`config.mk`:
```
export PLATFORM = sky130hd
export DESIGN_NAME = game_state_fsm_flat
export DESIGN_NICKNAME = d
export VERILOG_FILES = /design/src/rtl/game_state_fsm_pkg.sv /design/src/rtl/game_state_fsm_if.sv /design/src/rtl/game_state_fsm_timer.sv /design/src/rtl/game_state_fsm.sv /design/src/flat_wrapper.sv
export SDC_FILE = /design/constraint.sdc
export NUM_CORES = 1
export LEC_CHECK = 0
export BUFFER_PORTS_ARGS = -buffer_cell sky130_fd_sc_hd__clkbuf_2
export CAP_MARGIN = 20
export CORE_ASPECT_RATIO = 0.7
export CORE_UTILIZATION = 45
export DETAILED_ROUTE_END_ITERATION = 6
export PLACE_DENSITY = 0.73
export SYNTH_ARGS = -nofsm -noshare
export SYNTH_HDL_FRONTEND = slang
export SYNTH_SLANG_ARGS = --single-unit
```
`constraint.sdc`:
```
create_clock -name clk -period 3.24 [get_ports clk]
set_input_delay 0.324 -clock clk [delete_from_list [all_inputs] [get_ports clk]]
set_output_delay 0.324 -clock clk [all_outputs]
set_load 0.01 [all_outputs]
```
`src/rtl/game_state_fsm_pkg.sv`:
```
// Shared definitions for the game sequencer: display-facing State codes,
// BCD digit width, internal FSM states and small helper functions.
package game_state_fsm_pkg;

  // Encodings seen by the LED and display stages.
  localparam logic [1:0] SMENU = 2'd0;
  localparam logic [1:0] SGAME = 2'd1;
  localparam logic [1:0] SOVER = 2'd2;

  // Width of one BCD digit.
  localparam int BCD_W = 4;

  typedef enum logic [2:0] {
    ST_MENU,
    ST_INIT,
    ST_PLAY,
    ST_CHECK,
    ST_OVER
  } state_t;

  // Collapse internal states onto the three externally visible codes.
  function automatic logic [1:0] state_code(input state_t s);
    case (s)
      ST_MENU:                    return SMENU;
      ST_INIT, ST_PLAY, ST_CHECK: return SGAME;
      ST_OVER:                    return SOVER;
      default:                    return SMENU;
    endcase
  endfunction

  // Two-digit BCD of a value in 0..99.
  function automatic logic [2*BCD_W-1:0] bin2bcd2(input int unsigned v);
    return {BCD_W'(v / 10), BCD_W'(v % 10)};
  endfunction

endpackage

```
`src/rtl/game_state_fsm_if.sv`:
```
// Button, handshake and display signals of the game sequencer.
// master: the sequencer itself; slave: the surrounding board/checker/display.
interface game_state_fsm_if;
  logic        start_pulse;
  logic        submit_pulse;
  logic        abort_pulse;
  logic        init_done;
  logic        chk_done;
  logic        chk_ok;
  logic        init_req;
  logic        chk_req;
  logic [1:0]  State;
  logic        win;
  logic [15:0] time_bcd;

  modport master (
    input  start_pulse, submit_pulse, abort_pulse, init_done, chk_done, chk_ok,
    output init_req, chk_req, State, win, time_bcd
  );

  modport slave (
    output start_pulse, submit_pulse, abort_pulse, init_done, chk_done, chk_ok,
    input  init_req, chk_req, State, win, time_bcd
  );
endinterface

```
`src/rtl/game_state_fsm_timer.sv`:
```
// bcd_mmss_timer: saturating BCD mm:ss counter. Clear wins over a tick;
// a tick advances one second with the carry rippling in the same cycle;
// 99:59 holds.
import game_state_fsm_pkg::*;

module bcd_mmss_timer (
  input  logic        clk,
  input  logic        rst_n,
  input  logic        clear,
  input  logic        enable,
  input  logic        tick,
  output logic [15:0] time_bcd
);

  localparam logic [15:0] SAT = 16'h9959;

  logic [15:0]      time_reg, time_next;
  logic [BCD_W-1:0] sec_ones, sec_tens, min_ones, min_tens;

  assign sec_ones = time_reg[3:0];
  assign sec_tens = time_reg[7:4];
  assign min_ones = time_reg[11:8];
  assign min_tens = time_reg[15:12];

  // Next count: clear, hold, or one-second increment with digit carries.
  always_comb begin
    time_next = time_reg;
    if (clear) begin
      time_next = '0;
    end else if (enable && tick && time_reg != SAT) begin
      if (sec_ones != 4'd9) begin
        time_next[3:0] = sec_ones + 4'd1;
      end else begin
        time_next[3:0] = 4'd0;
        if (sec_tens != 4'd5) begin
          time_next[7:4] = sec_tens + 4'd1;
        end else begin
          time_next[7:4] = 4'd0;
          if (min_ones != 4'd9) begin
            time_next[11:8] = min_ones + 4'd1;
          end else begin
            time_next[11:8]  = 4'd0;
            time_next[15:12] = min_tens + 4'd1;
          end
        end
      end
    end
  end

  // Count register.
  always_ff @(posedge clk or negedge rst_n) begin
    if (!rst_n) time_reg <= '0;
    else        time_reg <= time_next;
  end

  assign time_bcd = time_reg;

endmodule

```
`src/rtl/game_state_fsm.sv`:
```
// game_state_fsm: game sequencer (menu / init / play / check / over) with a
// one-second prescaler feeding a BCD mm:ss play timer.
// Optional macro GAME_TIMEOUT_EN: ends the game (win=0) when the timer
// reaches TIME_LIMIT_M:00 while playing or checking.
import game_state_fsm_pkg::*;

module game_state_fsm #(
  parameter int unsigned TICK_DIV     = 100_000_000,
  parameter int unsigned TIME_LIMIT_M = 10
) (
  input  logic             clk,
  input  logic             rst_n,
  game_state_fsm_if.master gs
);

  localparam int PS_W = (TICK_DIV > 1) ? $clog2(TICK_DIV) : 1;

`ifdef GAME_TIMEOUT_EN
  localparam bit TIMEOUT_ON = 1'b1;
`else
  localparam bit TIMEOUT_ON = 1'b0;
`endif

  // Timer value one second before the limit; a tick from here lands on M:00.
  localparam logic [15:0] LIMIT_PRE = {bin2bcd2(TIME_LIMIT_M - 1), 8'h59};

  state_t          state_reg, state_next;
  logic [PS_W-1:0] ps_reg, ps_next;
  logic            init_req_reg, init_req_next;
  logic            chk_req_reg, chk_req_next;
  logic            win_reg, win_next;
  logic [1:0]      code_reg;
  logic            running, tick, timeout, timer_clear;
  logic [15:0]     time_w;

  assign running = (state_reg == ST_PLAY) || (state_reg == ST_CHECK);
  assign tick    = running && (ps_reg == PS_W'(TICK_DIV - 1));
  assign timeout = TIMEOUT_ON && tick && (time_w == LIMIT_PRE);

  // Next state and request/verdict registers; abort dominates everything.
  always_comb begin
    state_next    = state_reg;
    init_req_next = init_req_reg;
    chk_req_next  = chk_req_reg;
    win_next      = win_reg;
    timer_clear   = 1'b0;
    if (gs.abort_pulse && state_reg != ST_MENU) begin
      state_next    = ST_MENU;
      init_req_next = 1'b0;
      chk_req_next  = 1'b0;
      win_next      = 1'b0;
      timer_clear   = 1'b1;
    end else begin
      case (state_reg)
        ST_MENU: if (gs.start_pulse) begin
          state_next    = ST_INIT;
          init_req_next = 1'b1;
          timer_clear   = 1'b1;
        end
        ST_INIT: if (gs.init_done) begin
          state_next    = ST_PLAY;
          init_req_next = 1'b0;
        end
        ST_PLAY: if (timeout) begin
          state_next = ST_OVER;
          win_next   = 1'b0;
        end else if (gs.submit_pulse) begin
          state_next   = ST_CHECK;
          chk_req_next = 1'b1;
        end
        ST_CHECK: if (gs.chk_done) begin
          chk_req_next = 1'b0;
          if (gs.chk_ok) begin
            state_next = ST_OVER;
            win_next   = 1'b1;
          end else begin
            state_next = ST_PLAY;
          end
        end else if (timeout) begin
          state_next   = ST_OVER;
          chk_req_next = 1'b0;
          win_next     = 1'b0;
        end
        ST_OVER: if (gs.start_pulse) begin
          state_next = ST_MENU;
          win_next   = 1'b0;
        end
        default: state_next = ST_MENU;
      endcase
    end
  end

  // Prescaler: free-runs only while the game clock is live, wraps on the tick.
  always_comb begin
    ps_next = ps_reg;
    if (timer_clear)  ps_next = '0;
    else if (tick)    ps_next = '0;
    else if (running) ps_next = ps_reg + 1'b1;
  end

  // State, prescaler and registered outputs.
  always_ff @(posedge clk or negedge rst_n) begin
    if (!rst_n) begin
      state_reg    <= ST_MENU;
      ps_reg       <= '0;
      init_req_reg <= 1'b0;
      chk_req_reg  <= 1'b0;
      win_reg      <= 1'b0;
      code_reg     <= SMENU;
    end else begin
      state_reg    <= state_next;
      ps_reg       <= ps_next;
      init_req_reg <= init_req_next;
      chk_req_reg  <= chk_req_next;
      win_reg      <= win_next;
      code_reg     <= state_code(state_next);
    end
  end

  bcd_mmss_timer u_timer (
    .clk      (clk),
    .rst_n    (rst_n),
    .clear    (timer_clear),
    .enable   (running),
    .tick     (tick),
    .time_bcd (time_w)
  );

  assign gs.init_req = init_req_reg;
  assign gs.chk_req  = chk_req_reg;
  assign gs.win      = win_reg;
  assign gs.State    = code_reg;
  assign gs.time_bcd = time_w;

endmodule

```
`src/flat_wrapper.sv`:
```
// flat-port wrapper written by rule: the top's interface ports become plain ports
module game_state_fsm_flat 
#(
  parameter int unsigned TICK_DIV     = 100_000_000,
  parameter int unsigned TIME_LIMIT_M = 10
)
  (clk, rst_n, gs_start_pulse, gs_submit_pulse, gs_abort_pulse, gs_init_done, gs_chk_done, gs_chk_ok, gs_init_req, gs_chk_req, gs_State, gs_win, gs_time_bcd);
  game_state_fsm_if gs_i ();
  input  logic clk;
  input  logic rst_n;
  input wire logic [$bits(gs_i.start_pulse)-1:0] gs_start_pulse;
  input wire logic [$bits(gs_i.submit_pulse)-1:0] gs_submit_pulse;
  input wire logic [$bits(gs_i.abort_pulse)-1:0] gs_abort_pulse;
  input wire logic [$bits(gs_i.init_done)-1:0] gs_init_done;
  input wire logic [$bits(gs_i.chk_done)-1:0] gs_chk_done;
  input wire logic [$bits(gs_i.chk_ok)-1:0] gs_chk_ok;
  output wire logic [$bits(gs_i.init_req)-1:0] gs_init_req;
  output wire logic [$bits(gs_i.chk_req)-1:0] gs_chk_req;
  output wire logic [$bits(gs_i.State)-1:0] gs_State;
  output wire logic [$bits(gs_i.win)-1:0] gs_win;
  output wire logic [$bits(gs_i.time_bcd)-1:0] gs_time_bcd;
  assign gs_i.start_pulse = gs_start_pulse;
  assign gs_i.submit_pulse = gs_submit_pulse;
  assign gs_i.abort_pulse = gs_abort_pulse;
  assign gs_i.init_done = gs_init_done;
  assign gs_i.chk_done = gs_chk_done;
  assign gs_i.chk_ok = gs_chk_ok;
  assign gs_init_req = gs_i.init_req;
  assign gs_chk_req = gs_i.chk_req;
  assign gs_State = gs_i.State;
  assign gs_win = gs_i.win;
  assign gs_time_bcd = gs_i.time_bcd;
  game_state_fsm #(.TICK_DIV(TICK_DIV), .TIME_LIMIT_M(TIME_LIMIT_M)) u_core (.clk(clk), .rst_n(rst_n), .gs(gs_i));
endmodule
```
==> impl_results.md, run 1 <==
- Status: finished, violations left
- Failing checks: design-rule violations
- Leak Pwr: between 1 and 1.5 nW
- Vias in the first global route: between 2,000 and 2,500
- Antenna diodes: 0
- Worst-margin pin slew: 0.874 ns
- Clock Pin Slew Worst Setup and Hold Paths: 0.09 ns
- Die ar.: 6850 sq um
- Clock share of power: between 30% and 40%
- Largest area contributor in the netlist: dfrtp_1
- Area grow syn2layout: 10.7%
- Max FFs per register: 27
- FF+latch area: 1280 sq um
- Share of cells above drive strength 1: 14.5%
- Clock Path Buffers: 2
- Worst endpoint required time: 3.48 ns
- Fmax: 407 MHz
- Final hold violations: 0
- Initial Util: a little under half
- Setup CP Type: reg -> reg
- Worst slew margin: 40.1%
- EDFF count, synth: 0
- Die width: 98.5 microns
- Commonest cells post-synth: dfrtp_1, nor2_1, a21oi_1, nand2_1, xnor2_1
- Top Ports: 29
- Internal power: 0.959 mW
- Synth top area cells: dfrtp_1, xnor2_1, a21oi_1
- Max incr delay on CP: 0.80 ns
- Post-Syn Area: 2930 sq um
- Drt wl/cell: 16.0 microns
- Die span in y: 69.5 microns
- Clk_skew: 0.00940 ns
- CORE AREA: 6250 sq um
- PortBufs: 28
- Worst setup EP type: flop
- Top cell type's share of synthesized area: a little over two fifths
- Post-route ant nets: 0
- Pin count of the biggest net entering global routing: 27
- HP Class: in -> async
- Worst-path cell chain: nor3_1, mux2i_1, nand2_1, buf_4, nor2_1
- DP Wirelength: 4.81 mm
- All-Layer GR Usage: 21.8%
- # Max-Cap Violations: 0
- Ys Warns: 0
- Post-cts resize count: 0
- Crit path max fanout: 25
- Most common cell in the netlist: dfrtp_1
- Worst path top cell family by delay: multiplexers
- Yosys reg bits: 51
- Remaining global-route overflow: 0
- Routed wire length: 6.79 mm
- Vias/cell: between 6 and 7
- P_sw: about 0.38 mW
- Synth cell types: 53
- Vias: around 2,600
- CTS tree: built
- Fin Setup TNS: 0 ns
- Initial antenna violation count: 0
- Gate Count Post-Synth: 321
- VDD IR-drop max: between 0.2 and 0.3 mV
- Worst-Skew Late Latency: 0.31 ns
- Slowest cell on crit path: mux2i_1
- Sw Share: 28.5%
- Final setup fails: 0
- Arrival time at the worst endpoint: approximately 2.7 ns
- Final Cycle Share: 75.8%
- RSZ-0062 raised after global routing: false
- Mapped Nets: 332
- Hold-fix buffers, CTS: 0
- Crit path time final: 2.46 ns
- Synthesized area per cell: 9.13 sq um
- Clk sink count: 51
- First-pass GRT wire length: 11.8 mm
- Final net count: between 300 and 400
- GP Congestion: 0.851
- P per Cell Area: ~410 nW/um^2
- DRC viols: 1
- Seq pwr share: around 52%
- Synth Flop Type: dfrtp_1
- Clock root buffer: clkbuf_8
- DR pass1 iterations: 7
- Comb pwr share: 15.7%
- Startpoint Class: flop
- Share of flip-flops with an asynchronous set or reset: 100%
- Filler Cell Count: 597
- Area occupied by multi-input gates: 1560 sq um
- Register area share after synthesis: a little over two fifths
- Placement Rows: 24
- H-tree levels: 2
- Fin util: 52.0%
- Initial DRC Count: 229
- CTS Buf Count: 5
- Worst Path Buf+Inv: 1
- Setup Buffers After CTS: 0
- Fin. max-slew vios: 0
==> final timing paths <==
path | from | depth (start not counted) | slack [ns] | end
setup / recovery | u_core.state_reg[1]$_DFF_PN0_ | 5 | 0.78 | u_core.ps_reg[11]$_DFFE_PN0P_
hold / removal | rst_n | 1 | 0.02 | u_core.state_reg[1]$_DFF_PN0_
setup reg to reg | u_core.state_reg[1]$_DFF_PN0_ | 5 | 0.78 | u_core.ps_reg[11]$_DFFE_PN0P_
hold reg to reg | u_core.gs.init_req$_DFFE_PN0P_ | 1 | 0.54 | u_core.gs.init_req$_DFFE_PN0P_
max in group asynchronous | rst_n | 2 | 2.43 | u_core.ps_reg[0]$_DFFE_PN0P_
min in group clk | gs_abort_pulse | 2 | 0.30 | u_core.state_reg[2]$_DFF_PN0_
==> layout by cell type, fill, tap and decap left out, types with 4 or more instances in the layout <==
cell	synthesis	routed
clkbuf_8	0	5
o31ai_1	5	5
nor3_1	11	11
inv_1	10	10
or3_1	12	12
or4_1	7	7
nand2b_1	6	6
mux2i_1	5	5
nor2_1	27	27
dfrtp_1	51	51
nand3_1	13	13
nor2b_1	7	7
a31o_2	4	4
nand4_1	10	10
clkbuf_2	1	28
o21ai_0	13	13
buf_4	1	4
and4_1	5	5
xnor2_1	19	19
nand2_1	25	25
nor4_1	6	6
a21oi_1	25	25
==> area by class of cell <==
type,instances,area share (%)
clock buffer,5,2.12
tap,78,3.01
sequential,51,39.3
clock inverter,2,1.16
timing repair buffer,32,5.24
multi-input combinational,246,48.0
inverter,10,1.16
==> routing by layer <==
metal	track usage, %	vias to the layer above	share of wire (%)
met5	0	-	0
met4	6.30	0	1.5
met3	4.44	15	6.1
met2	31.2	92	43
met1	33.3	1247	49
li1	-	1218	-
==> cells by family (layout without fill, tap and decap cells) <==
family	Yosys count	in the layout	share of synthesized area, %
xor+xnor	20	20	5.98
buf+inv	24	49	3.33
fa+ha+maj	3	3	1.28
simple gates	159	159	31.9
compound gates	59	59	12.3
mux	5	5	1.71
flops	51	51	43.5
==> power groups by stage <==
stage          Clock (mW)  Sequential (mW)  Combinational [mW]
6_report            0.440            0.691               0.210
5_1_grt             0.465            0.696               0.236
4_1_cts             0.446            0.691               0.210
3_5_place_dp            0            0.704               0.209
3_3_place_gp            0            0.702               0.203
2_1_floorplan           0            0.695               0.135
==> worst register-to-register path, stage by stage, from the launching register on <==
cell and delay (ns):
dfrtp_1 0.52, nor3_1 0.52, mux2i_1 0.80, nand2_1 0.11, buf_4 0.26, nor2_1 0.16
==> through the flow <==
step	power, mW	hold WS (ns)	cells	area, sq um	setup WS, ns
floorplan	0.830	0.0284	321	2930	1.15
global placement	0.905	0.365	417	3140	0.904
detailed placement	0.913	0.372	417	3140	0.853
CTS	1.35	0.0371	424	3250	0.821
global route	1.40	0.0738	424	3250	0.600
finish	1.34	0.0171	424	3250	0.784
(Power assumes the default switching activity.)
==> inputs of run 2 (changes only) <==
==> constraint.sdc (replaced) <==
create_clock -name clk -period 2.36 [get_ports clk]
set_input_delay 0.236 -clock clk [delete_from_list [all_inputs] [get_ports clk]]
set_output_delay 0.236 -clock clk [all_outputs]
set_load 0.01 [all_outputs]
==> impl_results.md, run 2 (synthesis results as in run 1) <==
- Top Ports: 29 (unchanged)
- Arrival time at the worst endpoint: 2.48 ns (-0.21 ns)
- HP Class: in -> reg
- Antenna diodes: 0 (unchanged)
- Startpoint Class: flop
- Internal power: 1.38 mW (+44%)
- Clk sink count: 51 (unchanged)
- Status: finished clean
- H-tree levels: 2 (unchanged)
- Area grow syn2layout: 16.6%
- Worst endpoint required time: 2.61 ns (-0.87 ns)
- RSZ-0062 raised after global routing: false
- DRC viols: 0 (-1)
- VDD IR-drop max: 0.324 mV (+14%)
- Remaining global-route overflow: 0 (unchanged)
- Final Cycle Share: 94.8% (+19 points)
- Die span in y: 69.5 microns (unchanged)
- Crit path time final: 2.24 ns (-0.219 ns)
- Final setup fails: 0 (unchanged)
- Die width: 98.5 microns (unchanged)
- Sw Share: 28.0% (-0.50 points)
- Final hold violations: 0 (unchanged)
- Final net count: 376 (+5.3%)
- First-pass GRT wire length: 12.2 mm (+2.7%)
- Min Hold Slack: 0.235 ns (+0.218 ns)
- Worst Path Buf+Inv: 0 (-1)
- Worst-path cell chain: or4b_4, nor4_4, nand2_2, or4_1, a21oi_1
- Slowest cell on crit path: or4b_4
- Fmax: 447 MHz (+9.8%)
- Vias: 2,613 (+1.6%)
- CORE AREA: 6250 sq um (unchanged)
- Fin util: 54.7% (+2.8 points)
- Most common cell after layout, fill and taps aside: dfrtp_1
- Leak Pwr: 1.43 nW (+8.2%)
- Setup CP Type: reg -> reg
- Clk_skew: 0.00992 ns (+0.000525 ns)
- Post-route ant nets: 0 (unchanged)
- Initial antenna violation count: 0 (unchanged)
- # Max-Cap Violations: 0 (unchanged)
- DR pass1 iterations: 6 (-1)
- PortBufs: 28 (unchanged)
- CTS tree: built
- Drt wl/cell: 15.9 microns (-0.56%)
- Die ar.: 6850 sq um (unchanged)
- Vias in the first global route: 2,494 (+5.9%)
- Clock Pin Slew Worst Setup and Hold Paths: 0.10 ns (about the same)
- DP Wirelength: 5.08 mm (+5.6%)
- Initial Util: 46.9% (unchanged)
- P per Cell Area: 561 nW/um^2 (+36%)
- P_sw: 0.537 mW (+41%)
- Max FFs per register: 27 (unchanged)
- Commonest non-fill, non-tap cells in the layout: dfrtp_1, clkbuf_2, nor2_1
- Clock root buffer: clkbuf_8
- Routed wire length: 7.07 mm (+4.1%)
- Share of cells above drive strength 1: 19.1% (+4.7 points)
- CTS Buf Count: 5 (unchanged)
- Worst-Skew Late Latency: 0.31 ns (about the same)
- Filler Cell Count: 589 (-1.3%)
- All-Layer GR Usage: 22.1% (+0.24 points)
- Max incr delay on CP: 0.56 ns (-0.24 ns)
- Fin. max-slew vios: 0 (unchanged)
- Initial DRC Count: 169 (-26%)
- Vias/cell: 5.89 (-3.0%)
- Seq pwr share: 49.1% (-2.4 points)
- Worst setup EP type: flop
- GP Congestion: 0.855 (+0.58%)
- Crit path max fanout: 7 (-72%)
- Clock share of power: 33.4% (+0.6 points)
- Comb pwr share: 17.5% (+1.8 points)
- Worst slew margin: 70.2% (+30 points)
- Pin count of the biggest net entering global routing: 26 (-3.7%)
- Worst-margin pin slew: 0.442 ns (-0.433 ns)
- Clock Path Buffers: 2 (unchanged)
- Worst path top cell family by delay: simple AND/OR/NAND/NOR gates
- Fin Setup TNS: 0 ns (unchanged)
- Placement Rows: 24 (unchanged)
## run 2: changes by cell type in the layout (fill, tap and decap cells not counted)
cell,change
clkinv_2,+1
dlygate4sd3_1,+1
buf_12,+1
clkinvlp_4,-1
or4b_4,+1
or4b_1,-1
buf_4,+17
clkbuf_8,+1
## run 2: path summary, 6_finish.rpt
path,from,endpoint,slack (ns),depth (start not counted)
setup / recovery,u_core.ps_reg[11]$_DFFE_PN0P_,u_core.u_timer.time_bcd[9]$_DFFE_PN0P_,0.12,5
hold / removal,gs_chk_done,u_core.gs.chk_req$_DFFE_PN0P_,0.23,4
setup reg to reg,u_core.ps_reg[11]$_DFFE_PN0P_,u_core.u_timer.time_bcd[9]$_DFFE_PN0P_,0.12,5
hold reg to reg,u_core.gs.win$_DFFE_PN0P_,u_core.gs.win$_DFFE_PN0P_,0.57,1
max in group asynchronous,rst_n,u_core.u_timer.time_bcd[8]$_DFFE_PN0P_,1.35,3
min in group asynchronous,rst_n,u_core.gs.State[0]$_DFF_PN0_,0.36,2
## run 2: what timing repair did
item	4_1_cts	5_1_grt
hold endpoints to repair	13	0
resized for setup	0	1
setup endpoints to repair	0	2
buffers inserted	0	3
hold buffers	1	0
## run 2: layout make-up
type / instances / area, sq um / share of cell area, %
multi-input cells: 246 / 1560 / 45.7
flip-flops and latches: 51 / 1280 / 37.3
repair buffers: 51 / 328 / 9.59
well taps: 78 / 97.6 / 2.86
clock buffers: 6 / 82.6 / 2.42
inverters: 10 / 37.5 / 1.10
clock inverters: 2 / 35.0 / 1.02
## run 2: per-layer routing
metal,global-route usage [%],share of wire [%]
met1,35.0,51
met2,30.7,42
met3,4.03,6.9
met4,5.47,0.20
met5,0,0
## run 2: worst reg2reg max path, stage by stage, from the launching register on
cell	delay (ns)
dfrtp_1	0.45
or4b_4	0.56
nor4_4	0.32
nand2_2	0.16
or4_1	0.54
a21oi_1	0.15
## run 2: per-stage QoR
stage / worst slack (ns) / area [sq um] / instances / power [mW]
final: 0.123 / 3420 / 444 / 1.92
after global routing: 0.00510 / 3420 / 444 / 2.00
after CTS: 0.0880 / 3390 / 441 / 1.93
after detailed placement: 0.135 / 3260 / 432 / 1.29
after global placement: 0.187 / 3260 / 432 / 1.29
after floorplan: 0.265 / 2930 / 321 / 1.14
## run 2: power by group through the flow
stage	clock, mW	combinational [mW]	sequential, mW
after floorplan	0	0.185	0.954
after global placement	0	0.331	0.957
after detailed placement	0	0.333	0.959
after CTS	0.651	0.336	0.941
after global routing	0.686	0.371	0.947
final	0.640	0.336	0.942
